<file path="src/rtl/vrased_rst_ctl_if.sv">
// Bundle between the VRASED access-control monitors/core and the central reset controller.
// master = requesters and reset consumers, slave = vrased_rst_ctl.
interface vrased_rst_ctl_if #(
  parameter int NUM_SRC = 4
);
  logic [15:0]        pc;
  logic [NUM_SRC-1:0] req;
  logic               cause_clr;
  logic               sys_rst;
  logic               busy;
  logic [NUM_SRC-1:0] rst_cause;
  logic [7:0]         viol_cnt;

  modport master (
    output pc, req, cause_clr,
    input  sys_rst, busy, rst_cause, viol_cnt
  );

  modport slave (
    input  pc, req, cause_clr,
    output sys_rst, busy, rst_cause, viol_cnt
  );
endinterface

</file>
<file path="src/rtl/vrased_rst_ctl.sv">
// Merges monitor reset requests into one registered sys_rst with a minimum pulse, held until pc hits
// the reset handler; 1-cycle latency, no backpressure. Cause/violation logging built only with VRASED_RST_CAUSE_EN.
module vrased_rst_ctl #(
  parameter int          NUM_SRC       = 4,
  parameter int          MIN_PULSE     = 8,
  parameter logic [15:0] RESET_HANDLER = 16'h0000
) (
  input  logic            clk,
  input  logic            rst,
  vrased_rst_ctl_if.slave bus
);

  localparam logic [1:0] S_IDLE    = 2'd0;
  localparam logic [1:0] S_ASSERT  = 2'd1;
  localparam logic [1:0] S_WAIT_PC = 2'd2;

  localparam logic [7:0] RELOAD = 8'(MIN_PULSE - 1);

  logic [1:0] state_q, state_d;
  logic [7:0] cnt_q, cnt_d;
  logic       sys_rst_q, sys_rst_d;
  logic       busy_q, busy_d;
  logic       any_req;
  logic       enter_assert;

  assign any_req      = |bus.req;
  assign enter_assert = (state_q == S_IDLE) && any_req;

  always_comb begin
    state_d = state_q;
    cnt_d   = cnt_q;
    case (state_q)
      S_IDLE: begin
        if (any_req) begin
          state_d = S_ASSERT;
          cnt_d   = RELOAD;
        end
      end
      S_ASSERT: begin
        // A request during the pulse restarts the full minimum width.
        if (any_req) begin
          cnt_d = RELOAD;
        end else if (cnt_q == 8'd0) begin
          state_d = S_WAIT_PC;
        end else begin
          cnt_d = cnt_q - 8'd1;
        end
      end
      S_WAIT_PC: begin
        // A new request beats a coincident handler match.
        if (any_req) begin
          state_d = S_ASSERT;
          cnt_d   = RELOAD;
        end else if (bus.pc == RESET_HANDLER) begin
          state_d = S_IDLE;
        end
      end
      default: begin
        state_d = S_ASSERT;
        cnt_d   = RELOAD;
      end
    endcase
    sys_rst_d = (state_d != S_IDLE);
    busy_d    = (state_d != S_IDLE);
  end

  always_ff @(posedge clk) begin
    if (rst) begin
      state_q   <= S_ASSERT;
      cnt_q     <= RELOAD;
      sys_rst_q <= 1'b1;
      busy_q    <= 1'b1;
    end else begin
      state_q   <= state_d;
      cnt_q     <= cnt_d;
      sys_rst_q <= sys_rst_d;
      busy_q    <= busy_d;
    end
  end

  assign bus.sys_rst = sys_rst_q;
  assign bus.busy    = busy_q;

`ifdef VRASED_RST_CAUSE_EN
  logic [NUM_SRC-1:0] cause_q, cause_d;
  logic [7:0]         viol_q, viol_d;

  always_comb begin
    // Clearing keeps requests arriving in the same cycle.
    cause_d = (bus.cause_clr ? '0 : cause_q) | bus.req;
    viol_d  = viol_q;
    if (enter_assert && (viol_q != 8'hFF)) begin
      viol_d = viol_q + 8'd1;
    end
  end

  always_ff @(posedge clk) begin
    if (rst) begin
      cause_q <= '0;
      viol_q  <= 8'd0;
    end else begin
      cause_q <= cause_d;
      viol_q  <= viol_d;
    end
  end

  assign bus.rst_cause = cause_q;
  assign bus.viol_cnt  = viol_q;
`else
  logic unused_cause_inputs;
  assign unused_cause_inputs = bus.cause_clr ^ enter_assert;

  assign bus.rst_cause = '0;
  assign bus.viol_cnt  = 8'd0;
`endif

endmodule

</file>
<file path="src/flat_wrapper.sv">
// flat-port wrapper written by rule: the top's interface ports become plain ports
module vrased_rst_ctl_flat 
#(
  parameter int          NUM_SRC       = 4,
  parameter int          MIN_PULSE     = 8,
  parameter logic [15:0] RESET_HANDLER = 16'h0000
)
  (clk, rst, bus_pc, bus_req, bus_cause_clr, bus_sys_rst, bus_busy, bus_rst_cause, bus_viol_cnt);
  vrased_rst_ctl_if #(.NUM_SRC(NUM_SRC)) bus_i ();
  input  logic clk;
  input  logic rst;
  input wire logic [$bits(bus_i.pc)-1:0] bus_pc;
  input wire logic [$bits(bus_i.req)-1:0] bus_req;
  input wire logic [$bits(bus_i.cause_clr)-1:0] bus_cause_clr;
  output wire logic [$bits(bus_i.sys_rst)-1:0] bus_sys_rst;
  output wire logic [$bits(bus_i.busy)-1:0] bus_busy;
  output wire logic [$bits(bus_i.rst_cause)-1:0] bus_rst_cause;
  output wire logic [$bits(bus_i.viol_cnt)-1:0] bus_viol_cnt;
  assign bus_i.pc = bus_pc;
  assign bus_i.req = bus_req;
  assign bus_i.cause_clr = bus_cause_clr;
  assign bus_sys_rst = bus_i.sys_rst;
  assign bus_busy = bus_i.busy;
  assign bus_rst_cause = bus_i.rst_cause;
  assign bus_viol_cnt = bus_i.viol_cnt;
  vrased_rst_ctl #(.NUM_SRC(NUM_SRC), .MIN_PULSE(MIN_PULSE), .RESET_HANDLER(RESET_HANDLER)) u_core (.clk(clk), .rst(rst), .bus(bus_i));
endmodule
</file>
<file path="config.mk">
export PLATFORM = sky130hd
export DESIGN_NAME = vrased_rst_ctl_flat
export DESIGN_NICKNAME = d
export VERILOG_FILES = /design/src/rtl/vrased_rst_ctl_if.sv /design/src/rtl/vrased_rst_ctl.sv /design/src/flat_wrapper.sv
export SDC_FILE = /design/constraint.sdc
export NUM_CORES = 1
export LEC_CHECK = 0
export ABC_CLOCK_PERIOD_IN_PS = 1600
export BUFFER_PORTS_ARGS = -buffer_cell sky130_fd_sc_hd__buf_2
export CAP_MARGIN = 10
export CORE_MARGIN = 1
export CORE_UTILIZATION = 39
export CTS_BUF_LIST = sky130_fd_sc_hd__clkbuf_16
export DETAILED_ROUTE_END_ITERATION = 12
export HOLD_SLACK_MARGIN = 0.06
export PLACE_DENSITY = 0.86
export SYNTH_ARGS = -nofsm -noshare
export SYNTH_HDL_FRONTEND = slang
export SYNTH_SLANG_ARGS = --single-unit
</file>
<file path="constraint.sdc">
create_clock -name clk -period 1.6 [get_ports clk]
set_input_delay 0.08 -clock clk [delete_from_list [all_inputs] [get_ports clk]]
set_output_delay 0.08 -clock clk [all_outputs]
set_load 0.01 [all_outputs]
</file>
==> out/metrics.yaml <==
n_antenna_cell: 0
wl_met2_um: 827
clkSlewWorstSetupHoldPaths_ns: 0.04
htreeDepth: 1
yosysTopAreaCellShare: 0.318
crit_type: "reg2reg"
final_nets: 138
pin_count: 37
highest_layer: "met4"
cts_tree: "done"
dr.pass1.iters: 6
floorplan.initialDensity: 0.439
arrival_ns: 1.75
routed_wl_um: 1580
syn_area_um2: 692
setup_viol: 0
swShare: 0.192
m1WireLength_um: 655
synth_seq_cells: 11
fp-row-count: 14
min_path_cells: 4
synth_edf_count: 0
path_buf_inv: 0
pwr-share-comb: 0.070
synth-seq-area-share: 0.318
ys.flop_type: "dfxtp_1"
synth_common_cells: "buf_4 (13), dfxtp_1 (11), a21oi_1 (6), nor4_1 (6)"
p_leak_nw: 0.406
post-route-period-util: 0.984
grt_use_total: 0.196
crit_path_end_kind: "flip-flop"
fin_setup_tns_ns: 0
rsz0062_at_grt: "false"
final_layout_size_suffix_gt1_frac: 0.407
die_y_um: 44.1
area_growth_pct: 35.4
die-area_um2: 1950
grt_antenna_before_repair: 0
yosysMostFrequentCell: "buf_4"
syn_avg_cell_area_um2: 8.65
dr_total_vias: 690
final_util: 0.594
slowest_stage: "or4_4"
worstSetupPathDepth: 3
final_hold_viol_count: 0
die_w_um: 44.1
power_density_nw_per_um2: 829
yosys_warnings: 0
viasPerCell: 5.35
p_switching_mw: 0.149
antenna_left: 0
dp_hpwl_um: 1230
power.share.clock: 0.575
grt_pass1_wl_um: 2750
status: "finished clean"
synth.distinct_cells: 33
max_freq_mhz: 635
wl_per_cell_um: 12.2
crit_path_start_kind: "flip-flop"
drt_iter0_drc: 27
clock_skew_ns: 0.000383
cts_made_buffers: 3
crit_family: "simple AND/OR/NAND/NOR gates"
drv_cap: 0
cts_buffer_depth: 2
p_seq_frac: 0.355
peakVddDrop_v: 0.000620
clock_sinks: 11
grt_max_degree: 8
synthTopCellsByArea: "dfxtp_1 (32%), buf_4 (14%), nor4_1 (5.4%)"
finalCriticalPeriod_ns: 1.57
ff2ff_setup_slack_ns: 0.03
critical_path.cell_chain: "or4_4 -> or4b_4 -> a21oi_2"
synth_top_cell_by_area: "dfxtp_1"
route.met3.wl_um: 68
drc: 0
grt_pass1_vias: 673
max_stage_delay_ns: 0.55
cp.required_ns: 1.77
holdCritPathClass: "in2reg"
async_flop_share: 0
core_area_um2: 1580
cp_max_fo: 5
synth_cells: 80
p_int_mw: 0.628
drv_slew: 0
ff2ff_path_depth: 3
port_buffers: 23
cts_root_buffer: "clkbuf_16"
clkLatencyLatePin_ns: 0.24
gp_congestion: 0.784
postCtsSetupBuffers: 0
grt.overflow.total: 0
path summary, 6_finish.rpt:
check,from,to
setup / recovery,u_core.cnt_q[3],u_core.cnt_q[6]
hold / removal,bus_pc[9],u_core.state_q[1]
setup reg to reg,u_core.cnt_q[3],u_core.cnt_q[6]
hold reg to reg,u_core.cnt_q[3],u_core.cnt_q[3]
cell usage in the layout, fill, tap and decap left out, drive strengths merged, types with 3 or more instances in the layout:
master  instances
inv             3
dfxtp          11
nor4            6
buf            32
clkbuf          3
nand3           3
or3             3
or4             3
a21oi           6
conb           12
mux2i           3
nor3            3
timing repair:
item | in CTS | in global routing
resized for setup | 1 | 7
hold buffers | 0 | 0
endpoints found under the setup margin | 2 | 6
pin swaps | 4 | 1
hold endpoints to repair | 0 | 0
worst reg2reg max path: cells and delay by family, from the launching register on:
family           cells  cell delay, ns
flip-flops           1            0.33
AND/OR/NAND/NOR      2            1.06
AO/OA/AOI/OAI        1            0.12
metrics by stage:
| stage | power (mW) | setup slack, ns | hold WS, ns | area, µm² | std cells |
|---|---|---|---|---|---|
| finish | 0.777 | 0.0253 | 0.212 | 937 | 129 |
| global route | 0.806 | 0.000789 | 0.228 | 937 | 129 |
| CTS | 0.784 | 0.0266 | 0.203 | 915 | 129 |
| detailed placement | 0.334 | 0.00725 | 0.445 | 835 | 125 |
| global placement | 0.332 | 0.0400 | 0.423 | 835 | 125 |
| floorplan | 0.325 | 0.0311 | 0.314 | 733 | 91 |
power by group through the flow:
stage	clock (mW)	sequential [mW]	combinational, mW
floorplan	0	0.281	0.0440
global route	0.469	0.276	0.0619
detailed placement	0	0.281	0.0533
global placement	0	0.281	0.0513
finish	0.447	0.276	0.0542
CTS	0.455	0.276	0.0533
area by class of cell:
cell class              count  area [µm²]
inverters                   2        7.51
well taps                  16        20.0
flip-flops and latches     11         221
repair buffers             32         183
multi-input cells          64         427
clock inverters             1        3.75
fillers                   127         639
clock buffers               3        75.1
registers in the layout, indices dropped and copies added (netlist names):
signal and count:
u_core.bus.sys_rst 1, u_core.state_q 2, u_core.cnt_q 8
kinds of logic after synthesis:
group	synth area share
AOI/OAI and AO/OA	0.139
adders and majority gates	0.0181
buffers and inverters	0.157
DFF	0.318
muxes	0.0597
other	0.00542
and+or+nand+nor	0.302
metal layers:
metal | track usage | vias up
met3 | 0.0735 | 5
met4 | 0.121 | 0
met5 | 0 | -
met1 | 0.210 | 315
met2 | 0.324 | 22
li1 | - | 348
Note: power is estimated with default switching activity, not from simulation.
